**src/rtl/calc_pkg.sv**
```systemverilog
// Shared constants and types for the calculator command sequencer:
// status codes, key codes and the sequencer state encoding.
package calc_pkg;

    localparam logic [1:0] ST_ERR   = 2'b00;
    localparam logic [1:0] ST_BUSY  = 2'b01;
    localparam logic [1:0] ST_READY = 2'b10;
    localparam logic [1:0] ST_IDLE  = 2'b11;

    localparam logic [3:0] KEY_ADD = 4'd10;
    localparam logic [3:0] KEY_SUB = 4'd11;
    localparam logic [3:0] KEY_MUL = 4'd12;
    localparam logic [3:0] KEY_EQ  = 4'd14;
    localparam logic [3:0] KEY_BS  = 4'd15;

    typedef enum logic [1:0] {
        SEQ_IDLE  = 2'd0,
        SEQ_ISSUE = 2'd1,
        SEQ_WAIT  = 2'd2,
        SEQ_FAULT = 2'd3
    } seq_state_t;

    // The calculator streams display digits while busy and while reporting an error.
    function automatic logic is_capture_status(input logic [1:0] status);
        return (status == ST_ERR) || (status == ST_BUSY);
    endfunction

endpackage

```
**src/rtl/calc_cmd_fifo.sv**
```systemverilog
// Synchronous 4-bit key-command FIFO with flush; DEPTH must be a power of two.
// A push and pop in the same cycle both take effect; flush overrides both.
module calc_cmd_fifo #(
    parameter int DEPTH = 4
) (
    input  logic       clock,
    input  logic       reset,
    input  logic       push,
    input  logic [3:0] push_data,
    input  logic       pop,
    input  logic       flush,
    output logic [3:0] head,
    output logic       full,
    output logic       empty
);

    localparam int AW = (DEPTH > 1) ? $clog2(DEPTH) : 1;
    localparam logic [AW:0]   DEPTH_W = (AW + 1)'(DEPTH);
    localparam logic [AW:0]   CNT_ONE = (AW + 1)'(1);
    localparam logic [AW-1:0] PTR_ONE = AW'(1);

    logic [3:0]    mem [DEPTH];
    logic [AW-1:0] wr_ptr;
    logic [AW-1:0] rd_ptr;
    logic [AW:0]   count;
    logic          do_push;
    logic          do_pop;

    assign do_push = push && !full && !flush;
    assign do_pop  = pop && !empty && !flush;

    always_ff @(posedge clock) begin
        if (do_push) begin
            mem[wr_ptr] <= push_data;
        end
    end

    always_ff @(posedge clock or posedge reset) begin
        if (reset) begin
            wr_ptr <= '0;
            rd_ptr <= '0;
            count  <= '0;
        end else if (flush) begin
            wr_ptr <= '0;
            rd_ptr <= '0;
            count  <= '0;
        end else begin
            if (do_push) begin
                wr_ptr <= wr_ptr + PTR_ONE;
            end
            if (do_pop) begin
                rd_ptr <= rd_ptr + PTR_ONE;
            end
            case ({do_push, do_pop})
                2'b10:   count <= count + CNT_ONE;
                2'b01:   count <= count - CNT_ONE;
                default: count <= count;
            endcase
        end
    end

    assign head  = mem[rd_ptr];
    assign full  = (count == DEPTH_W);
    assign empty = (count == '0);

endmodule

```
**src/rtl/calc_cmd_sequencer.sv**
```systemverilog
// Queues key codes and issues them one at a time to the calculator, and mirrors
// the calculator's digit stream onto an 8-digit display. Timeout: CALC_SEQ_TIMEOUT_EN.
module calc_cmd_sequencer
    import calc_pkg::*;
#(
    parameter int FIFO_DEPTH     = 4,
    parameter int TIMEOUT_CYCLES = 255
) (
    input  logic        clock,
    input  logic        reset,
    input  logic        key_valid,
    input  logic [3:0]  key_code,
    output logic        key_ready,
    input  logic [1:0]  calc_status,
    input  logic [3:0]  calc_data,
    input  logic [3:0]  calc_pos,
    output logic [3:0]  cmd,
    output logic        cmd_valid,
    output logic [31:0] disp_digits,
    output logic        disp_update,
    output logic [1:0]  seq_state,
    output logic        fault
);

    seq_state_t  state_r;
    seq_state_t  state_nx;
    logic        guard_r;
    logic        timeout_hit;
    logic [3:0]  cmd_r;
    logic [3:0]  fifo_head;
    logic        fifo_full;
    logic        fifo_empty;
    logic        fifo_push;
    logic        fifo_pop;
    logic        fifo_flush;
    logic [31:0] shadow_r;
    logic [31:0] shadow_nx;
    logic [31:0] disp_r;
    logic        disp_update_r;
    logic        capture;

    // Handshake: a key is accepted exactly when key_valid && key_ready at a rising edge.
    assign key_ready  = !fifo_full && (state_r != SEQ_FAULT);
    assign fifo_push  = key_valid && key_ready;
    assign fifo_pop   = (state_r == SEQ_ISSUE);
    assign fifo_flush = (state_nx == SEQ_FAULT);

    calc_cmd_fifo #(
        .DEPTH(FIFO_DEPTH)
    ) u_fifo (
        .clock    (clock),
        .reset    (reset),
        .push     (fifo_push),
        .push_data(key_code),
        .pop      (fifo_pop),
        .flush    (fifo_flush),
        .head     (fifo_head),
        .full     (fifo_full),
        .empty    (fifo_empty)
    );

`ifdef CALC_SEQ_TIMEOUT_EN
    logic [9:0] wait_cnt_r;

    // Held at zero outside WAIT, so it starts from zero on every WAIT entry.
    always_ff @(posedge clock or posedge reset) begin
        if (reset) begin
            wait_cnt_r <= '0;
        end else if (state_r != SEQ_WAIT) begin
            wait_cnt_r <= '0;
        end else begin
            wait_cnt_r <= wait_cnt_r + 10'd1;
        end
    end

    assign timeout_hit = (state_r == SEQ_WAIT) && (wait_cnt_r == 10'(TIMEOUT_CYCLES - 1));
`else
    assign timeout_hit = 1'b0;
`endif

    always_ff @(posedge clock or posedge reset) begin
        if (reset) begin
            state_r <= SEQ_IDLE;
            guard_r <= 1'b0;
        end else begin
            state_r <= state_nx;
            guard_r <= (state_r == SEQ_ISSUE);
        end
    end

    always_comb begin
        state_nx = state_r;
        case (state_r)
            SEQ_IDLE: begin
                if (!fifo_empty && calc_status == ST_READY) begin
                    state_nx = SEQ_ISSUE;
                end
            end
            SEQ_ISSUE: begin
                state_nx = SEQ_WAIT;
            end
            SEQ_WAIT: begin
                // The first WAIT cycle ignores status: the calculator has not yet reacted.
                if (!guard_r && calc_status == ST_ERR) begin
                    state_nx = SEQ_FAULT;
                end else if (!guard_r && calc_status == ST_READY) begin
                    state_nx = SEQ_IDLE;
                end else if (timeout_hit) begin
                    state_nx = SEQ_FAULT;
                end
            end
            SEQ_FAULT: begin
                state_nx = SEQ_FAULT;
            end
            default: begin
                state_nx = SEQ_IDLE;
            end
        endcase
    end

    // The head is latched on the way into ISSUE, so cmd is a plain register that
    // shows the command during ISSUE and keeps it afterwards.
    always_ff @(posedge clock or posedge reset) begin
        if (reset) begin
            cmd_r <= '0;
        end else if (state_r == SEQ_IDLE && state_nx == SEQ_ISSUE) begin
            cmd_r <= fifo_head;
        end
    end

    assign capture = is_capture_status(calc_status) && (calc_pos <= 4'd7);

    always_comb begin
        shadow_nx = shadow_r;
        if (capture) begin
            shadow_nx[{calc_pos[2:0], 2'b00} +: 4] = calc_data;
        end
    end

    always_ff @(posedge clock or posedge reset) begin
        if (reset) begin
            shadow_r      <= '0;
            disp_r        <= '0;
            disp_update_r <= 1'b0;
        end else begin
            shadow_r      <= shadow_nx;
            disp_update_r <= capture && (calc_pos == 4'd7);
            if (capture && calc_pos == 4'd7) begin
                disp_r <= shadow_nx;
            end
        end
    end

    assign cmd         = cmd_r;
    assign cmd_valid   = (state_r == SEQ_ISSUE);
    assign disp_digits = disp_r;
    assign disp_update = disp_update_r;
    assign seq_state   = state_r;
    assign fault       = (state_r == SEQ_FAULT);

endmodule

```
**config.mk**
```make
export PLATFORM = sky130hd
export DESIGN_NAME = calc_cmd_sequencer
export DESIGN_NICKNAME = d
export VERILOG_FILES = /design/src/rtl/calc_pkg.sv /design/src/rtl/calc_cmd_fifo.sv /design/src/rtl/calc_cmd_sequencer.sv
export SDC_FILE = /design/constraint.sdc
export NUM_CORES = 1
export LEC_CHECK = 0
export ABC_AREA = 1
export CAP_MARGIN = 20
export CORE_ASPECT_RATIO = 1.5
export CORE_MARGIN = 10
export CORE_UTILIZATION = 35
export CTS_BUF_LIST = sky130_fd_sc_hd__clkbuf_4
export CTS_CLUSTER_SIZE = 20
export DETAILED_ROUTE_END_ITERATION = 8
export GPL_ROUTABILITY_DRIVEN = 0
export PLACE_DENSITY_LB_ADDON = 0.05
export SETUP_SLACK_MARGIN = 0.15
export SLEW_MARGIN = 25
export SYNTH_ARGS = -nofsm -noshare
export SYNTH_HDL_FRONTEND = slang
export SYNTH_SLANG_ARGS = --single-unit
```
**constraint.sdc**
```tcl
create_clock -name clock -period 2.9 [get_ports clock]
set_clock_uncertainty 0.05 [all_clocks]
set_input_delay 0.58 -clock clock [delete_from_list [all_inputs] [get_ports clock]]
set_output_delay 0.58 -clock clock [all_outputs]
set_load 0.1 [all_outputs]
```
# After elaboration in Yosys (flattened, before gate mapping)

Memory sizes are Yosys's and may differ from the RTL's. A register that Yosys moved wholly into a read port is not among the register bits.
Cells that the tools add are included.

$add $sub $neg: 5
Order comparisons: 1
Equality and inequality tests: 12
Shifts and indexed selects: 2
Multiplexer cells: 14
Reductions and logical operators: 23

Operator list:

| operator                                                                         | number |
|---|---|
| 32-bit bitwise mux                                                               | 1 |
| 32-bit 2-to-1 mux                                                                | 1 |
| 4-bit by 7-bit variable shift with 32-bit output, first input constant           | 1 |
| 4-bit by 7-bit indexed part select with 32-bit output                            | 1 |
| 2-bit 2-to-1 mux                                                                 | 7 |
| 1-bit logical AND                                                                | 12 |
| 2-bit equality test, second input constant                                       | 5 |
| 2-bit by 1-bit equality test with 1-bit output, second input constant            | 4 |
| 2-bit case mux with 4 select lines                                               | 1 |
| 5-bit negation with 7-bit output                                                 | 1 |
| 3-bit case mux with 2 select lines                                               | 1 |
| 2-bit by 1-bit adder with 2-bit output, second input constant                    | 2 |
| 4-bit by 3-bit equality test with 1-bit output, second input constant            | 1 |
| 4-bit by 3-bit less-or-equal comparator with 1-bit output, second input constant | 1 |
| 1-bit logical NOT                                                                | 4 |
| 2-bit logical NOT                                                                | 2 |
| 2-bit nonzero test                                                               | 2 |
| 3-bit by 1-bit adder with 3-bit output, second input constant                    | 1 |
| 3-bit equality test, second input constant                                       | 1 |
| 3-bit logical NOT                                                                | 1 |
| 3-bit 2-to-1 mux                                                                 | 1 |
| 3-bit nonzero test                                                               | 1 |
| 3-bit by 1-bit subtractor with 3-bit output, second input constant               | 1 |
| 1-bit 2-to-1 mux                                                                 | 2 |
| 2 further kinds                                                                  | 2 |

Bits in registers: 75
Memory bits (writable): 16
Word-level logic and storage cells: 66
Memories: 1

Memory list:

| name       | words | width | read ports | clocked after memory_dff | wr ports | line                | source |
|---|---|---|---|---|---|---|---|
| u_fifo.mem | 4     | 4     | 1          | 1                        | 1        | calc_cmd_fifo.sv:22 | `logic [3:0] mem [DEPTH];` |

# Logic depth before layout (Yosys ltp)

Word-level depth: 11
Depth in mapped cells: 12

# Hierarchy

A second synthesis with hierarchy kept.

Cell total of the unflattened synthesis: 491
Area total of the unflattened synthesis: 4,351.7 um^2

Modules (own cells, without submodules):

| module             | instances | cells an instance | area an instance (um^2) | seq. area each (um^2) |
|---|---|---|---|---|
| calc_cmd_sequencer | 1         | 386               | 3,253.1                 | 1,801.7 |
| calc_cmd_fifo      | 1         | 105               | 1,098.6                 | 655.6 |

# Worst setup path after synthesis

No wires, ideal clock.

Kind: flip-flop to flip-flop
Start point: register state_r[1], in the netlist seq_state[1]
End point: memory u_fifo.mem[0][0] (enable)
Library setup time: 332 ps
Arrival time: 3,706 ps
Required time: 2,518 ps
Setup slack: -1,188 ps
Cell stages (with the launch flop): 6
Path buffers: 0
Clock period less this slack: 4,088 ps
Cell sequence: dfrtp_1 > nand2_1 > inv_1 > a21oi_1 > nand3_1 > nor2_1

RTL lines:

| item                                   | line                     | source |
|---|---|---|
| from (decl)                            | calc_cmd_sequencer.sv:25 | `seq_state_t state_r;` |
| from (signal assigned)                 | calc_cmd_sequencer.sv:86 | `state_r <= state_nx;` |
| 2-bit equality test                    | n/a                      |  |
| via fault                              | calc_cmd_sequencer.sv:22 | `output logic fault` |
| 2-bit case mux with 4 select lines     | calc_cmd_sequencer.sv:93 | `case (state_r)` |
| 2-bit equality test                    | calc_cmd_sequencer.sv:46 | `assign fifo_flush = (state_nx == SEQ_FAULT);` |
| 1-bit logical NOT                      | calc_cmd_fifo.sv:29      | `assign do_push = push && !full && !flush;` |
| 1-bit logical AND                      | calc_cmd_fifo.sv:29      |  |
| 1-bit 2-to-1 mux                       | calc_cmd_fifo.sv:33      | `if (do_push) begin` |
| 1-bit 2-to-1 mux (implied by the code) | calc_cmd_fifo.sv:34      | `mem[wr_ptr] <= push_data;` |
| to (decl)                              | calc_cmd_fifo.sv:22      |  |

The timed path passes the listed nets, and every way through them passes these cells.

# Worst setup path in the final report

Start point: register u_fifo.count[0]
End point: register u_fifo.count[2]

Longest elaborated chain between the ends: 11

Ends and longest elaborated chain:

| item                                                                                  | line                                          | source |
|---|---|---|
| from (decl)                                                                           | calc_cmd_fifo.sv:25                           | `logic [AW:0] count;` |
| from (signal assigned)                                                                | calc_cmd_fifo.sv:55                           | `2'b10: count <= count + CNT_ONE;` |
| from (signal assigned)                                                                | calc_cmd_fifo.sv:56                           | `2'b01: count <= count - CNT_ONE;` |
| from (signal assigned)                                                                | calc_cmd_fifo.sv:57                           | `default: count <= count;` |
| 3-bit logical NOT                                                                     | calc_cmd_fifo.sv:64                           | `assign empty = (count == '0);` |
| 1-bit logical NOT                                                                     | calc_cmd_fifo.sv:30, calc_cmd_sequencer.sv:95 |  |
| 1-bit logical AND                                                                     | calc_cmd_sequencer.sv:95                      | `if (!fifo_empty && calc_status == ST_READY) begin` |
| 2-bit 2-to-1 mux                                                                      | calc_cmd_sequencer.sv:95                      |  |
| 2-bit case mux with 4 select lines                                                    | calc_cmd_sequencer.sv:93                      |  |
| 2-bit equality test                                                                   | calc_cmd_sequencer.sv:46                      |  |
| 1-bit logical NOT                                                                     | calc_cmd_fifo.sv:29, calc_cmd_fifo.sv:30      |  |
| 1-bit logical AND, on equally long branches                                           | calc_cmd_fifo.sv:30, calc_cmd_fifo.sv:29      |  |
| 2-bit by 1-bit equality test with 1-bit output or 2-bit equality test (tied branches) | calc_cmd_fifo.sv:54                           | `case ({do_push, do_pop})` |
| 3-bit case mux with 2 select lines                                                    | calc_cmd_fifo.sv:54                           |  |
| 3-bit 2-to-1 mux                                                                      | calc_cmd_fifo.sv:43                           | `end else if (flush) begin` |

Several ways; a longest one is shown, not always the timed one.
A chain may end at the register's enable or synchronous reset.

==> flow_summary.ini <==
[placed_design]
dpl.hpwl_um = 6640
io_buffers = 58
dp.cells = 624

[flow_run]
drv_cap = 0

[cts]
cts_hold_buf = 0
tritoncts = built
clock-root-buffer = clkbuf_4
cts.path.max_buffers = 2
post-cts-setup-buffer-count = 0
path_clk_slew_ns = 0.14
cts_max_level = 3
cts_resized = 0
clk-insertion-delay-late_ns = 0.45
cts_buffers = 9
cts_sinks = 95

[cells_and_area]
syn_to_final_growth_pct = 22.0
fin_util = 0.440
final_nets = 513
drive_gt1_frac = 0.197
final_cell_count_no_fill = 641

[grt]
grt_max_degree = 80
grt_pass1_wl_um = 15300
overflow = 0
grt_usage = 0.121
grt_pass1_vias = 3089
antenna_found_initial = 1

[pwr]
power.total_mw = 4.90
vdd_drop_max_mv = 0.364
leakage_nw = 2.45
power.density_nw_per_um2 = 1000

[sta]
min_period_ns = 2.29
period_share = 0.791
whs_ns = 0.438
finalHoldViolations = 0
setup_viol = 0
maxSlewHeadroom = 0.714
fin_tns_setup_ns = 0
worstMarginPinSlew_ns = 0.427
fmax_mhz = 436
rsz0062_at_grt = false
maxSlewViolCount = 0

[floorplanning]
die_y_um = 151
design.die.area_um2 = 16200
ios = 59
start_util = 0.361
core_um2 = 11100
std_cell_rows = 47
die_w_um = 107

[synth]
dominantRegCellSynth = dfrtp_1
synth_cells = 418
ys_seq_area_frac = 0.613
synth_most_common_cell = nand2_1
synth_enable_flop_cells = 16
synth_common_cells = nand2_1, dfrtp_1, inv_1
syn_avg_cell_area_um2 = 9.60
synth_top_area_cell = dfrtp_1
synth_seq_cells = 95
synth.distinct_cells = 27
synth-async-reset-ratio = 0.832
ys.warnings.count = 0
synth_fp_nets = 443
syn_area_um2 = 4010
synth.top_cell.area_share = 0.493
synth_area_leaders = dfrtp_1, nand2_1, edfxtp_1

[setup_path]
cp.arrival_ns = 2.60
startpoint_type = flip-flop
critPathKind = reg -> reg
crit_fanout = 6
crit_chain = nor2_1 -> a21oi_1 -> nand2_1 -> inv_1 -> fa_1 -> xnor2_1 -> inv_1 -> nand2_1 -> nand2_1 -> nand3_1 -> nand2_1
cp_num_buf_inv = 2
critPathTopFamily = simple AND/OR/NAND/NOR gates
required_ns = 3.21
cpMostUsedCell = nand2_1
cp.depth = 11
rr_startpoint = u_fifo.count[0]$_DFFE_PP0P_
crit_path_end_kind = flip-flop
max_stage_delay_ns = 0.45
reg2reg_to = u_fifo.count[2]$_DFFE_PP0P_
ff2ff_path_depth = 11
ff2ff_setup_slack_ns = 0.61
crit_slowest_cell = dfrtp_1

[route]
first_pass_iters = 4
remaining_drc_errors = 0
wire_per_inst_um = 14.0
routed_wl_um = 9000
num_vias = 2860
drtIter0Drc = 93
drtAntennaViolNets = 0
vias_per_cell = 4.46

[min_path]
hp-class = reg -> reg
hold_path_end = shadow_r[13]$_DFF_PP0_
hold_path_depth = 2
worstHoldStart = shadow_r[13]$_DFF_PP0_

[status]
outcome = completed
[cell type report]
type	instances	area (um^2)
Antenna cell	1	2.50
Clock buffer	10	75.1
Clock inverter	6	86.3
Fill cell	1100	6220
Inverter	57	218
Multi-Input combinational cell	259	1320
Sequential cell	95	2460
Tap cell	147	184
Timing Repair Buffer	66	548
[through the flow]
step	setup slack, ns	area (um^2)
3_5_place_dp	0.189	4730
2_1_floorplan	0.115	4030
6_report	0.606	4890
3_3_place_gp	0.205	4730
4_1_cts	0.591	4890
5_1_grt	0.350	4890
[cells in the final DEF (no fill, tap or decap), types with 3 or more instances in the layout]
cell,instances
nand2_1,137
dfrtp_1,77
inv_1,53
buf_4,49
o21ai_0,29
nor2_1,20
o21ai_1,17
clkdlybuf4s50_1,16
edfxtp_1,16
nand3_1,12
clkbuf_4,10
o21ai_2,9
nand3_2,7
ha_1,7
inv_2,4
o22ai_1,4
nand3_4,3
[routing by layer]
layer	GRT usage	part of all wire	up-vias	wire length, um
li1	-	-	1470	-
met5	0	0	-	0
met3	0.0247	0.035	11	319
met2	0.212	0.53	42	4810
met1	0.134	0.41	1337	3680
met4	0.0637	0.022	0	194
[worst max path at each step]
stage | endpoint | start
2_1_floorplan | u_fifo.mem[0][0]$_DFFE_PP_ | seq_state[1]$_DFF_PP0_
3_3_place_gp | disp_digits[17]$_DFFE_PP0P_ | calc_pos[1]
3_5_place_dp | disp_digits[16]$_DFFE_PP0P_ | calc_pos[1]
4_1_cts | u_fifo.count[2]$_DFFE_PP0P_ | u_fifo.count[0]$_DFFE_PP0P_
5_1_grt | u_fifo.count[2]$_DFFE_PP0P_ | u_fifo.count[0]$_DFFE_PP0P_
6_report | u_fifo.count[2]$_DFFE_PP0P_ | u_fifo.count[0]$_DFFE_PP0P_
[state kept, by name, indices dropped and copies added (netlist names)]
signal         cells
disp_digits       32
u_fifo.rd_ptr      2
cmd                4
disp_update        1
u_fifo.mem        16
guard_r            1
u_fifo.wr_ptr      2
u_fifo.count       3
seq_state          2
shadow_r          32
[where the power goes]
group	leakage (nW)	switching [mW]	internal [mW]	total, mW
Clock	0.0907	0.450	0.359	0.809
Combinational	1.23	1.75	0.493	2.25
Sequential	1.13	0.170	1.67	1.84
Total	2.45	2.37	2.53	4.90
[worst register-to-register path, stage by stage, from the launching register on]
cell	delay [ns]
dfrtp_1	0.45
nor2_1	0.33
a21oi_1	0.19
nand2_1	0.21
inv_1	0.08
fa_1	0.38
xnor2_1	0.22
inv_1	0.06
nand2_1	0.06
nand2_1	0.05
nand3_1	0.07
nand2_1	0.05
[cell families (layout without fill, tap and decap cells)]
logic type               count (synthesis)  in the layout  synth area share
AND/OR/NAND/NOR                        187            187             0.208
flip-flops                              95             95             0.613
buffers and inverters                   64            139            0.0608
AO/OA/AOI/OAI                           62             62            0.0873
adder cells (fa/ha/maj)                  8              8            0.0268
XOR/XNOR                                 2              2           0.00437
other                                    0              1                 0
Power figures use the tool's default switching activity.
